### src/rtl/arith_pkg.sv
// rtl/arith_pkg.sv - shared codes, FSM state enum and default widths for arith_cmd_issuer
// Ports: none (package).

package arith_pkg;

  localparam int IN_DATA_WD_DEF  = 16;
  localparam int OUT_WD_DEF      = 2 * IN_DATA_WD_DEF;
  localparam int TIMEOUT_CYC_DEF = 15;

  typedef enum logic [1:0] {
    FUN_ADD = 2'b00,
    FUN_SUB = 2'b01,
    FUN_MUL = 2'b10,
    FUN_DIV = 2'b11
  } fun_e;

  typedef enum logic [1:0] {
    ERR_OK      = 2'b00,
    ERR_DIV0    = 2'b01,
    ERR_TIMEOUT = 2'b10
  } err_e;

  typedef enum logic [1:0] {
    ST_IDLE  = 2'b00,
    ST_ISSUE = 2'b01,
    ST_WAIT  = 2'b10,
    ST_RESP  = 2'b11
  } state_e;

endpackage

### src/rtl/arith_cmd_issuer_if.sv
// rtl/arith_cmd_issuer_if.sv - command, arithmetic-unit and response signals of arith_cmd_issuer
// Signals: cmd_valid/cmd_ready/cmd_a/cmd_b/cmd_fun (command), arith_a/arith_b/arith_fun/
//          arith_en/arith_out/arith_flag (arithmetic unit), rsp_valid/rsp_ready/rsp_data/
//          rsp_err (response), busy.
// Modports: master = issuer side, slave = front end plus arithmetic unit side.

interface arith_cmd_issuer_if
  import arith_pkg::*;
#(
  parameter int IN_DATA_WD = IN_DATA_WD_DEF,
  parameter int OUT_WD     = 2 * IN_DATA_WD
) ();

  logic                  cmd_valid;
  logic                  cmd_ready;
  logic [IN_DATA_WD-1:0] cmd_a;
  logic [IN_DATA_WD-1:0] cmd_b;
  logic [1:0]            cmd_fun;

  logic [IN_DATA_WD-1:0] arith_a;
  logic [IN_DATA_WD-1:0] arith_b;
  logic [1:0]            arith_fun;
  logic                  arith_en;
  logic [OUT_WD-1:0]     arith_out;
  logic                  arith_flag;

  logic                  rsp_valid;
  logic                  rsp_ready;
  logic [OUT_WD-1:0]     rsp_data;
  logic [1:0]            rsp_err;

  logic                  busy;

  modport master (
    input  cmd_valid, cmd_a, cmd_b, cmd_fun, arith_out, arith_flag, rsp_ready,
    output cmd_ready, arith_a, arith_b, arith_fun, arith_en, rsp_valid, rsp_data, rsp_err, busy
  );

  modport slave (
    output cmd_valid, cmd_a, cmd_b, cmd_fun, arith_out, arith_flag, rsp_ready,
    input  cmd_ready, arith_a, arith_b, arith_fun, arith_en, rsp_valid, rsp_data, rsp_err, busy
  );

endinterface

### src/rtl/arith_cmd_issuer.sv
// rtl/arith_cmd_issuer.sv - issues one arithmetic op at a time and returns its result
// Ports: clk (rising edge), rst (synchronous, active-high), bus (arith_cmd_issuer_if.master:
//        command in, operand/function/enable out to the unit, result in, response out, busy).
// Optional macro ARITH_ISSUER_TIMEOUT_EN: bounds WAIT to TIMEOUT_CYC flagless cycles.

module arith_cmd_issuer
  import arith_pkg::*;
#(
  parameter int IN_DATA_WD  = IN_DATA_WD_DEF,
  parameter int OUT_WD      = 2 * IN_DATA_WD
`ifdef ARITH_ISSUER_TIMEOUT_EN
  ,
  parameter int TIMEOUT_CYC = TIMEOUT_CYC_DEF
`endif
) (
  input  logic                clk,
  input  logic                rst,
  arith_cmd_issuer_if.master  bus
);

  state_e                state_q;
  state_e                state_d;

  logic [IN_DATA_WD-1:0] arith_a_q;
  logic [IN_DATA_WD-1:0] arith_b_q;
  logic [1:0]            arith_fun_q;
  logic [OUT_WD-1:0]     rsp_data_q;
  logic [1:0]            rsp_err_q;

  logic                  accept;
  logic                  div0;
  logic                  timeout_hit;

  logic                  arith_en;
  logic                  rsp_valid;
  logic                  busy;
  logic                  cmd_ready;

  // Reset has priority in every register, so accept need not re-check rst.
  assign accept = (state_q == ST_IDLE) && bus.cmd_valid;
  assign div0   = (bus.cmd_fun == FUN_DIV) && (bus.cmd_b == '0);

`ifdef ARITH_ISSUER_TIMEOUT_EN
  localparam int CNT_WD = $clog2(TIMEOUT_CYC + 1);

  logic [CNT_WD-1:0] wait_cnt_q;

  // Fires on the TIMEOUT_CYC-th flagless WAIT cycle; a flag in that cycle wins.
  assign timeout_hit = !bus.arith_flag && (wait_cnt_q == CNT_WD'(TIMEOUT_CYC - 1));

  always_ff @(posedge clk) begin
    if (rst) begin
      wait_cnt_q <= '0;
    end else if (state_q == ST_ISSUE) begin
      wait_cnt_q <= '0;
    end else if ((state_q == ST_WAIT) && !bus.arith_flag) begin
      wait_cnt_q <= wait_cnt_q + 1'b1;
    end
  end
`else
  assign timeout_hit = 1'b0;
`endif

  // State register.
  always_ff @(posedge clk) begin
    if (rst) begin
      state_q <= ST_IDLE;
    end else begin
      state_q <= state_d;
    end
  end

  // Next-state logic.
  always_comb begin
    state_d = state_q;
    unique case (state_q)
      ST_IDLE: begin
        if (accept) begin
          state_d = div0 ? ST_RESP : ST_ISSUE;
        end
      end
      ST_ISSUE: state_d = ST_WAIT;
      ST_WAIT: begin
        if (bus.arith_flag || timeout_hit) begin
          state_d = ST_RESP;
        end
      end
      ST_RESP: begin
        if (bus.rsp_ready) begin
          state_d = ST_IDLE;
        end
      end
      default: state_d = ST_IDLE;
    endcase
  end

  // State-decoded outputs.
  always_comb begin
    arith_en  = (state_q == ST_ISSUE);
    rsp_valid = (state_q == ST_RESP);
    busy      = (state_q != ST_IDLE);
    cmd_ready = (state_q == ST_IDLE) && !rst;
  end

  // Operand latches and response capture.
  always_ff @(posedge clk) begin
    if (rst) begin
      arith_a_q   <= '0;
      arith_b_q   <= '0;
      arith_fun_q <= '0;
      rsp_data_q  <= '0;
      rsp_err_q   <= ERR_OK;
    end else begin
      if (accept) begin
        arith_a_q   <= bus.cmd_a;
        arith_b_q   <= bus.cmd_b;
        arith_fun_q <= bus.cmd_fun;
        if (div0) begin
          rsp_data_q <= '0;
          rsp_err_q  <= ERR_DIV0;
        end
      end
      if (state_q == ST_WAIT) begin
        if (bus.arith_flag) begin
          rsp_data_q <= bus.arith_out;
          rsp_err_q  <= ERR_OK;
        end else if (timeout_hit) begin
          rsp_data_q <= '0;
          rsp_err_q  <= ERR_TIMEOUT;
        end
      end
    end
  end

  assign bus.cmd_ready = cmd_ready;
  assign bus.arith_a   = arith_a_q;
  assign bus.arith_b   = arith_b_q;
  assign bus.arith_fun = arith_fun_q;
  assign bus.arith_en  = arith_en;
  assign bus.rsp_valid = rsp_valid;
  assign bus.rsp_data  = rsp_data_q;
  assign bus.rsp_err   = rsp_err_q;
  assign bus.busy      = busy;

endmodule

### src/flat_wrapper.sv
// flat-port wrapper written by rule: the top's interface ports become plain ports
module arith_cmd_issuer_flat import arith_pkg::*;
#(
  parameter int IN_DATA_WD  = IN_DATA_WD_DEF,
  parameter int OUT_WD      = 2 * IN_DATA_WD

)
  (clk, rst, bus_cmd_valid, bus_cmd_a, bus_cmd_b, bus_cmd_fun, bus_arith_out, bus_arith_flag, bus_rsp_ready, bus_cmd_ready, bus_arith_a, bus_arith_b, bus_arith_fun, bus_arith_en, bus_rsp_valid, bus_rsp_data, bus_rsp_err, bus_busy);
  arith_cmd_issuer_if #(.IN_DATA_WD(IN_DATA_WD), .OUT_WD(OUT_WD)) bus_i ();
  input  logic clk;
  input  logic rst;
  input wire logic [$bits(bus_i.cmd_valid)-1:0] bus_cmd_valid;
  input wire logic [$bits(bus_i.cmd_a)-1:0] bus_cmd_a;
  input wire logic [$bits(bus_i.cmd_b)-1:0] bus_cmd_b;
  input wire logic [$bits(bus_i.cmd_fun)-1:0] bus_cmd_fun;
  input wire logic [$bits(bus_i.arith_out)-1:0] bus_arith_out;
  input wire logic [$bits(bus_i.arith_flag)-1:0] bus_arith_flag;
  input wire logic [$bits(bus_i.rsp_ready)-1:0] bus_rsp_ready;
  output wire logic [$bits(bus_i.cmd_ready)-1:0] bus_cmd_ready;
  output wire logic [$bits(bus_i.arith_a)-1:0] bus_arith_a;
  output wire logic [$bits(bus_i.arith_b)-1:0] bus_arith_b;
  output wire logic [$bits(bus_i.arith_fun)-1:0] bus_arith_fun;
  output wire logic [$bits(bus_i.arith_en)-1:0] bus_arith_en;
  output wire logic [$bits(bus_i.rsp_valid)-1:0] bus_rsp_valid;
  output wire logic [$bits(bus_i.rsp_data)-1:0] bus_rsp_data;
  output wire logic [$bits(bus_i.rsp_err)-1:0] bus_rsp_err;
  output wire logic [$bits(bus_i.busy)-1:0] bus_busy;
  assign bus_i.cmd_valid = bus_cmd_valid;
  assign bus_i.cmd_a = bus_cmd_a;
  assign bus_i.cmd_b = bus_cmd_b;
  assign bus_i.cmd_fun = bus_cmd_fun;
  assign bus_i.arith_out = bus_arith_out;
  assign bus_i.arith_flag = bus_arith_flag;
  assign bus_i.rsp_ready = bus_rsp_ready;
  assign bus_cmd_ready = bus_i.cmd_ready;
  assign bus_arith_a = bus_i.arith_a;
  assign bus_arith_b = bus_i.arith_b;
  assign bus_arith_fun = bus_i.arith_fun;
  assign bus_arith_en = bus_i.arith_en;
  assign bus_rsp_valid = bus_i.rsp_valid;
  assign bus_rsp_data = bus_i.rsp_data;
  assign bus_rsp_err = bus_i.rsp_err;
  assign bus_busy = bus_i.busy;
  arith_cmd_issuer #(.IN_DATA_WD(IN_DATA_WD), .OUT_WD(OUT_WD)) u_core (.clk(clk), .rst(rst), .bus(bus_i));
endmodule
### config.mk
export PLATFORM = sky130hd
export DESIGN_NAME = arith_cmd_issuer_flat
export DESIGN_NICKNAME = d
export VERILOG_FILES = /design/src/rtl/arith_pkg.sv /design/src/rtl/arith_cmd_issuer_if.sv /design/src/rtl/arith_cmd_issuer.sv /design/src/flat_wrapper.sv
export SDC_FILE = /design/constraint.sdc
export NUM_CORES = 1
export LEC_CHECK = 0
export CORE_MARGIN = 5
export CORE_UTILIZATION = 26
export CTS_BUF_LIST = sky130_fd_sc_hd__clkbuf_8 sky130_fd_sc_hd__clkbuf_16
export DETAILED_ROUTE_END_ITERATION = 16
export GPL_ROUTABILITY_DRIVEN = 1
export GPL_TIMING_DRIVEN = 0
export SLEW_MARGIN = 20
export SYNTH_ARGS = -nofsm -noshare
export SYNTH_HDL_FRONTEND = slang
export SYNTH_SLANG_ARGS = --single-unit
### constraint.sdc
create_clock -name clk -period 4.4 [get_ports clk]
set_input_delay 0.66 -clock clk [delete_from_list [all_inputs] [get_ports clk]]
set_output_delay 0.66 -clock clk [all_outputs]
set_load 0.02 [all_outputs]
Word level (Yosys, flattened, before mapping). Index checks and enable logic that the tools add are counted.

Eq/ne operators: 7. Muxes and demuxes: 13. Reductions and logical operators: 8.

Operators by type and width (count): 2-to-1 mux 32 bit (4); zero test 16 bit (1); 2-to-1 mux 2 bit (8); one-hot mux 2 bit (4 select lines) (1); equality test 2 bit, second input constant (3); != test 2 bit, second input constant (2); logical AND 1 bit (3); AND reduction 3 bit (1); equality test 2 x 1 -> 1 bit, second input constant (1); zero test 2 bit (1); != test 2 x 1 -> 1 bit, second input constant (1); nonzero test 2 bit (1); zero test 1 bit (1).

Register bits: 70. Input bits: 71. Output and inout port bits: 72. Word-level logic and storage cells: 34.

Logic depth before layout (Yosys ltp).
Depth in word-level cells: 6. Depth in mapped cells: 7. Mapped depth without buffers: 6.

Worst setup path after synthesis. No wires, ideal clock.

Path kind: in2out. From: input port rst. To: output port bus_cmd_ready. Arrival: 1367 ps. Required time: 3740 ps. Slack: 2373 ps. Stages: 3. Buffers on the path: 2. Cell sequence: clkbuf_1 -> buf_1 -> nor2_1.

Cells in the longest elaborated chain, start to end: 2.

RTL lines: from (decl) (RTL line flat_wrapper.sv:11) `input logic rst;`; zero test 1 bit (RTL line arith_cmd_issuer.sv:102) `cmd_ready = (state_q == ST_IDLE) && !rst;`; logical AND 1 bit (RTL line arith_cmd_issuer.sv:102); to (decl) (RTL line flat_wrapper.sv:19) `output wire logic [$bits(bus_i.cmd_ready)-1:0] bus_cmd_ready;`.

Every way passes these cells.

Worst setup path after layout. Ends and elaborated chain as after synthesis.

==> impl_summary.txt <==
----------------------------------------------------
[Timing]
  Worst setup slack after layout ... 1.11 ns
  Tmin final ... 3.29 ns
  Final cycle utilization of the critical path ... 74.9%
  Unrepaired setup endpoints after global routing ... false
  Slew at the pin closest to its max-slew limit ... 0.550 ns
  Endpoints failing hold ... 0
  Final-layout setup total negative slack ... 0 ns
  Headroom to the max-slew limit ... 63.3%
  Setup skew after layout ... 0.00846 ns
  Final Hold Slack ... 0.455 ns
  Max-slew violation count ... 0
  # setup viols final ... 0
  Fmax ... 304 MHz

[Clocking]
  Number of gates resized after cts ... 0
  Total clock buffers created by CTS ... 9
  Worst skew pair latency ... 0.34 ns
  Number of buffers on the longest clock path ... 2
  Clock edge transition at the registers on the reported setup and hold paths ... 0.08 ns
  CTS tree ... yes
  Buffers inserted by post-CTS timing repair ... 0
  Sinks on Clock Net ... 70
  H-Tree Depth ... 3
  Library cell used as clock root buffer ... sky130_fd_sc_hd__clkbuf_8
  Number of buffers inserted by hold repair at cts ... 0

[GRT]
  Global-route wire length before repair ... 11.5 mm
  Maximum number of pins on one net before global-route repair ... 13
  Number of antenna violations at the first check in global routing ... 0
  GR Overflow Total ... 0
  Number of global-route vias before repair ... 2319
  GRT Total Usage ... 12.8%

[Worst setup path]
  Crit Reg-Reg Endpoint ... u_core.bus.arith_a[5]$_SDFFE_PP0N_
  Source of the worst register-to-register timing path ... u_core.state_q[1]$_SDFFE_PP0P_
  Worst setup path end ... bus_cmd_ready
  Cell with the most instances on the worst path ... sky130_fd_sc_hd__clkdlybuf4s50_1
  Kind of launch point of the worst setup path ... primary input
  Classification of the worst setup path ... primary input to primary output
  Worst R2R Path Depth ... 7
  Total buffers and inverters traversed by the critical path ... 4
  Total number of cells along the worst setup path ... 5
  Critical path endpoint category ... primary output
  Critical path arrival ... 2.63 ns
  Max stage delay on crit path ... 0.55 ns
  Slowest library cell on the worst path ... sky130_fd_sc_hd__clkdlybuf4s50_1
  Crit Path Max Fanout ... 10
  CP Cell Sequence ... clkdlybuf4s50_1 -> clkbuf_1 -> buf_1 -> nor2_1 -> clkdlybuf4s50_1
  Launch point of the critical path ... rst
  Delay-heaviest family, CP ... buffers and inverters
  Required time worst endpoint ... 3.74 ns
  Reg-to-reg setup timing slack ... 2.66 ns

[Placement]
  Final weighted congestion in routability-driven placement ... 0.702
  Number of port buffers ... 142
  HPWL reported at the end of detailed placement ... 5.70 mm
  Post-DP Area ... 4040 um2
  Worst slack after detailed placement ... 1.03 ns

[Synthesis]
  Post-synth EDFFs ... 0
  Flip-flop and latch count after synthesis ... 70
  Main flop type after synthesis ... sky130_fd_sc_hd__dfxtp_1
  Mean cell area of the mapped netlist ... 9.64 um2
  Number of cells produced by synthesis ... 255
  Async S/R FF share, synth ... 0%
  Proportion of synthesized chip area in sequential cells ... 57.0%
  Yosys cell types ... 24
  Net count of the mapped netlist ... 331
  Syn Std Cell Area ... 2460 um2
  Synthesis warning total ... 0

[Floorplan]
  Vertical die dimension ... 107 um
  Die X-Extent ... 107 um
  Count of pins on the block boundary ... 143
  Std-Cell Core Area ... 9240 um2
  Full die area ... 11500 um2
  Initial core utilization ... 26.6%
  Cell row count ... 35

[Detailed routing]
  Antenna Nets Post-Route ... 0
  Vias after detailed routing ... 2380
  Average wire length per cell after detail routing ... 13.9 um
  Per-cell via count in the routed design ... 4.39
  Routed WL ... 7.52 mm
  DRC violation count after routing ... 0
  DR iter-0 viols ... 68
  Detailed Routing Iterations Pass 1 ... 4

[Finish]
  Share of final-layout standard cells stronger than drive strength 1 ... 5.57%
  Number of fill cells ... 892
  Final instance area ... 4300 um2
  Sequential cell area ... 1400 um2
  Total area of multi-input combinational cells ... 952 um2
  Diode insertion count for antenna repair ... 0
  Final layout net count ... 484
  Area added between synthesis and finish ... 74.8%

[Power and ir drop]
  Combinational share of power ... 34.7%
  Int Pwr ... 1.50 mW
  Peak supply drop ... 0.205 mV
  Fraction of power consumed by sequential logic ... 35.8%
  Switching component of the power ... 0.712 mW
  Clock network fraction of total power ... 29.5%
  Fraction of power spent switching nets ... 32.2%
  Static power due to leakage ... 1.61 nW
  Post-layout total power ... 2.21 mW
  Power per standard cell area ... 515 nW/um2

[Run status]
  Result of the run ... finished, final reports clean

[Min path]
  Worst Hold Class ... register to register

[Flow run]
  Number of max-cap violations ... 0

----------------------------------------------------
synth_stat cells (2+ instances only):
master | instances | area (um2)
sky130_fd_sc_hd__clkbuf_1 | 8 | 30.0
sky130_fd_sc_hd__nand2b_1 | 2 | 12.5
sky130_fd_sc_hd__buf_6 | 3 | 33.8
sky130_fd_sc_hd__nor4_1 | 2 | 12.5
sky130_fd_sc_hd__nand2_1 | 70 | 263
sky130_fd_sc_hd__buf_1 | 5 | 18.8
sky130_fd_sc_hd__dfxtp_1 | 70 | 1400
sky130_fd_sc_hd__nor2_1 | 6 | 22.5
sky130_fd_sc_hd__inv_1 | 6 | 22.5
sky130_fd_sc_hd__ha_1 | 5 | 62.6
sky130_fd_sc_hd__a21oi_1 | 34 | 170
sky130_fd_sc_hd__a22o_1 | 32 | 280
flip-flops by register name (all words and copies together) (netlist names):
| signal | count |
|---|---|
| u_core.bus.arith_b | 16 |
| u_core.state_q | 2 |
| u_core.bus.arith_a | 16 |
| u_core.bus.arith_fun | 2 |
| u_core.bus.rsp_err | 2 |
| u_core.bus.rsp_data | 32 |
worst min-delay path by stage:
stage | from | end | slack, ns | cells past startpoint
floorplan | u_core.state_q[1]$_SDFFE_PP0P_ | u_core.state_q[1]$_SDFFE_PP0P_ | 0.51 | 2
global placement | u_core.bus.arith_a[1]$_SDFFE_PP0N_ | u_core.bus.arith_a[1]$_SDFFE_PP0N_ | 0.44 | 2
detailed placement | u_core.bus.arith_fun[1]$_SDFFE_PP0N_ | u_core.bus.arith_fun[1]$_SDFFE_PP0N_ | 0.45 | 2
CTS | u_core.bus.arith_fun[1]$_SDFFE_PP0N_ | u_core.bus.arith_fun[1]$_SDFFE_PP0N_ | 0.46 | 2
global route | u_core.bus.arith_a[3]$_SDFFE_PP0N_ | u_core.bus.arith_a[3]$_SDFFE_PP0N_ | 0.48 | 2
finish | u_core.bus.arith_a[15]$_SDFFE_PP0N_ | u_core.bus.arith_a[15]$_SDFFE_PP0N_ | 0.46 | 2
tightest hold or removal path, cell delays in order, from the launching register on:
cell                      delay, ns
sky130_fd_sc_hd__dfxtp_1       0.31
sky130_fd_sc_hd__nand2_1       0.05
sky130_fd_sc_hd__a21oi_1       0.05
cell usage in the layout, fill, tap and decap left out:
master,count
sky130_fd_sc_hd__clkbuf_8,11
sky130_fd_sc_hd__clkbuf_1,8
sky130_fd_sc_hd__clkinv_2,1
sky130_fd_sc_hd__nor2_1,6
sky130_fd_sc_hd__ha_1,5
sky130_fd_sc_hd__clkdlybuf4s50_1,142
sky130_fd_sc_hd__a311oi_1,1
sky130_fd_sc_hd__inv_6,1
sky130_fd_sc_hd__or4_4,1
sky130_fd_sc_hd__bufinv_16,3
sky130_fd_sc_hd__a31oi_1,1
sky130_fd_sc_hd__nor4bb_1,1
sky130_fd_sc_hd__a211oi_1,1
sky130_fd_sc_hd__and2_1,1
sky130_fd_sc_hd__dfxtp_1,70
sky130_fd_sc_hd__a21oi_1,34
sky130_fd_sc_hd__nand3_1,1
sky130_fd_sc_hd__a31oi_4,1
sky130_fd_sc_hd__buf_1,5
sky130_fd_sc_hd__nand2b_1,2
sky130_fd_sc_hd__nor4_1,2
sky130_fd_sc_hd__a22o_1,32
sky130_fd_sc_hd__inv_1,6
sky130_fd_sc_hd__and3_1,1
sky130_fd_sc_hd__buf_6,3
sky130_fd_sc_hd__nor3_4,1
sky130_fd_sc_hd__nand2_1,70
sky130_fd_sc_hd__a222oi_1,1
sky130_fd_sc_hd__nor2_8,1
power by group through the flow:
stage / clock (mW) / sequential, mW / combinational (mW)
detailed placement: 0 / 0.804 / 0.780
finish: 0.653 / 0.791 / 0.769
global route: 0.703 / 0.805 / 0.835
global placement: 0 / 0.802 / 0.772
floorplan: 0 / 0.916 / 0.298
CTS: 0.677 / 0.792 / 0.785
logic make-up (layout without fill, tap and decap cells):
| group | after synthesis | count (layout) | share of synthesized area (%) |
|---|---|---|---|
| flops | 70 | 70 | 57.0 |
| fa+ha+maj | 5 | 5 | 2.54 |
| compound gates | 71 | 71 | 20.5 |
| buf+inv | 22 | 180 | 4.27 |
| simple gates | 87 | 87 | 15.7 |
per-stage QoR:
stage / utilization, % / std cells
floorplan: - / 255
global placement: 43.7 / 526
detailed placement: 43.7 / 526
CTS: 46.5 / 542
global route: 46.5 / 542
finish: 46.5 / 542
layout make-up:
cell class,instances,share of cell area (%)
clock inverter,5,2.42
timing repair buffer,142,33.1
buffer,16,1.92
multi-input combinational,163,22.2
clock buffer,11,3.52
inverter,6,0.524
sequential,70,32.6
tap,129,3.76
routing by layer:
metal / wire [um] / track usage [%] / up-vias
met3: 703 / 5.12 / 13
met2: 3390 / 20.2 / 105
met5: 0 / 0 / -
li1: - / - / 1183
met4: 134 / 5.57 / 0
met1: 3290 / 15.2 / 1079
No activity file was read; power rests on OpenSTA's default activity.
==> edit, RTL diff (config.mk and constraints unchanged) <==
Re-encode `state_e` (4 states) as Gray code, 2 bits wide.
--- a/src/rtl/arith_pkg.sv
+++ b/src/rtl/arith_pkg.sv
@@ -24,6 +24,6 @@
     ST_IDLE  = 2'b00,
     ST_ISSUE = 2'b01,
-    ST_WAIT  = 2'b10,
-    ST_RESP  = 2'b11
+    ST_WAIT  = 2'b11,
+    ST_RESP  = 2'b10
   } state_e;
 
Behaviour: same outputs for any inputs over 10 cycles, from zero or initial values and one cycle with rst high; not proved beyond that.
==> edit against the original RTL <==
- global-route usage increased by 0.26 points
- synthesized cell count decreased by 0.78%
- final cell count decreased by 3.7%
- routed wire length decreased by 0.75%
- utilization decreased by 0.55 points
- sequential cell count unchanged
- setup slack got worse by 0.014 ns
- synthesized area decreased by 1.5%
- final area decreased by 2.1%
- register-to-register slack improved by 0.08 ns
Power is not compared: it rests on default switching activity, and its combinational part moved more than twofold at a synthesized area within 25%.
==> edit: results (changes against the original RTL) <==
- Sequential area share after synthesis: 0.579 (was 0.570)
- First-pass GRT wire length: 11.8 mm (was 11.5 mm)
- Layout cells sized above 1: 0.0657 (was 0.0557)
- Final WL: 7.46 mm (was 7.52 mm)
- Status: finished clean (unchanged)
- Placed insts: 506 (was 526)
- Syn. warnings: 0 (unchanged)
- Synth unique cells: 27 (was 24)
- Detailed Route Iter0 Violations: 61 (was 68)
- HPWL Detailed: 5.64 mm (was 5.70 mm)
- Vias in the first global route: 2389 (was 2319)
- Placement Cell Area: 0.00398 mm^2 (was 0.00404 mm^2)
- Min-delay src: u_core.bus.arith_b[0] (was u_core.bus.arith_a[15])
- GP Congestion: 0.734 (was 0.702)
- Antenna diodes: 0 (unchanged)
- Reg2Reg Capture Point: u_core.bus.rsp_data[14] (was u_core.bus.arith_a[5])
- Clock Skew: 0.0103 ns (was 0.00846 ns)
- Post-synth top flop: dfxtp_1 (unchanged)
- Fillers: 901 (was 892)
- Largest net degree at the start of global routing: 13 (unchanged)
- Max reg flops: 32 (unchanged)
- Max VDD drop: ~0.00018 V
- Mapped Nets: 324 (was 331)
- Vias per inst: 4.47 (was 4.39)
- Data arrival time of the critical path: 2.65 ns (was 2.63 ns)
- Synth top area cells: dfxtp_1, a22o_1, nand2_1 (unchanged)
- Kind of critical path: in -> out (unchanged)
- Most common library cells after synthesis: dfxtp_1, nand2_1, a21oi_1 (unchanged)
- Tot GR Track Use: 0.130 (was 0.128)
- Worst Reg-to-Reg Cells: 5 (was 7)
- Inserted Clock Buffers: 9 (unchanged)
- Wirelength per Cell: 14.3 um (was 13.9 um)
- Synth Instances: 253 (was 255)
- Normalized max-slew margin: 0.678 (was 0.633)
- Beginning of the critical path: rst (unchanged)
- Worst-path fanout max: 10 (unchanged)
- FF-to-FF setup slack: 2.74 ns (was 2.66 ns)
- Fin. Hold Viols: 0 (unchanged)
- Initial antenna violation count: 0 (unchanged)
- Number of buffers on the longest clock path: 2 (unchanged)
- Drt first pass iters: 4 (unchanged)
- Crit path max-delay family: buffers and inverters (unchanged)
- Leakage: about 1.6 nW
- RR Startpoint: u_core.state_q[1] (unchanged)
- Post-CTS Setup Inserts: 0 (unchanged)
- NumNets Final: 477 (was 484)
- Post-synth ARST share: 0 (unchanged)
- Hold Path End: u_core.bus.arith_b[0] (was u_core.bus.arith_a[15])
## edit: per-layer routing
metal | global-route usage | part of all wire | vias to the layer above
met3 | 0.0528 | 0.086 | 11
met4 | 0.0493 | 0.016 | 0
met5 | 0 | 0 | -
met2 | 0.214 | 0.47 | 81
li1 | - | - | 1186
met1 | 0.153 | 0.43 | 1056
## edit: cell type report
type | count | area (um^2) | share of cell area
Multi-Input combinational cell | 164 | 922 | 0.219
Clock inverter | 6 | 85.1 | 0.0202
Sequential cell | 70 | 1400 | 0.333
Buffer | 17 | 91.3 | 0.0217
Clock buffer | 10 | 138 | 0.0327
Tap cell | 111 | 139 | 0.0330
Inverter | 2 | 7.51 | 0.00179
Timing Repair Buffer | 142 | 1420 | 0.338
## edit: report_power, final
part / leakage [nW] / internal, mW / switching [mW]
Combinational: 0.871 / 0.136 / 0.121
Sequential: 0.570 / 0.662 / 0.0160
Clock: 0.114 / 0.334 / 0.243
## edit: through the flow
| step | total power [mW] | hold WS, ns | setup slack, ns |
|---|---|---|---|
| floorplan | 0.801 | 0.520 | 2.37 |
| global placement | 0.949 | 0.441 | 1.09 |
| detailed placement | 0.953 | 0.448 | 1.10 |
| CTS | 1.54 | 0.459 | 1.09 |
| global route | 1.58 | 0.476 | 0.916 |
| finish | 1.51 | 0.456 | 1.09 |
## edit: worst register-to-register path: cells and delay by family, from the launching register on
kind | cells | cell delay, ns
AO/OA/AOI/OAI | 2 | 0.60
AND/OR/NAND/NOR | 2 | 0.42
flip-flops | 1 | 0.38
buffers and inverters | 1 | 0.16
## edit: cell families (layout without fill, tap and decap cells)
logic type | count (synthesis) | in the layout | synth area share
compound gates | 72 | 72 | 0.208
flops | 70 | 70 | 0.579
buf+inv | 19 | 177 | 0.0408
simple gates | 92 | 92 | 0.173
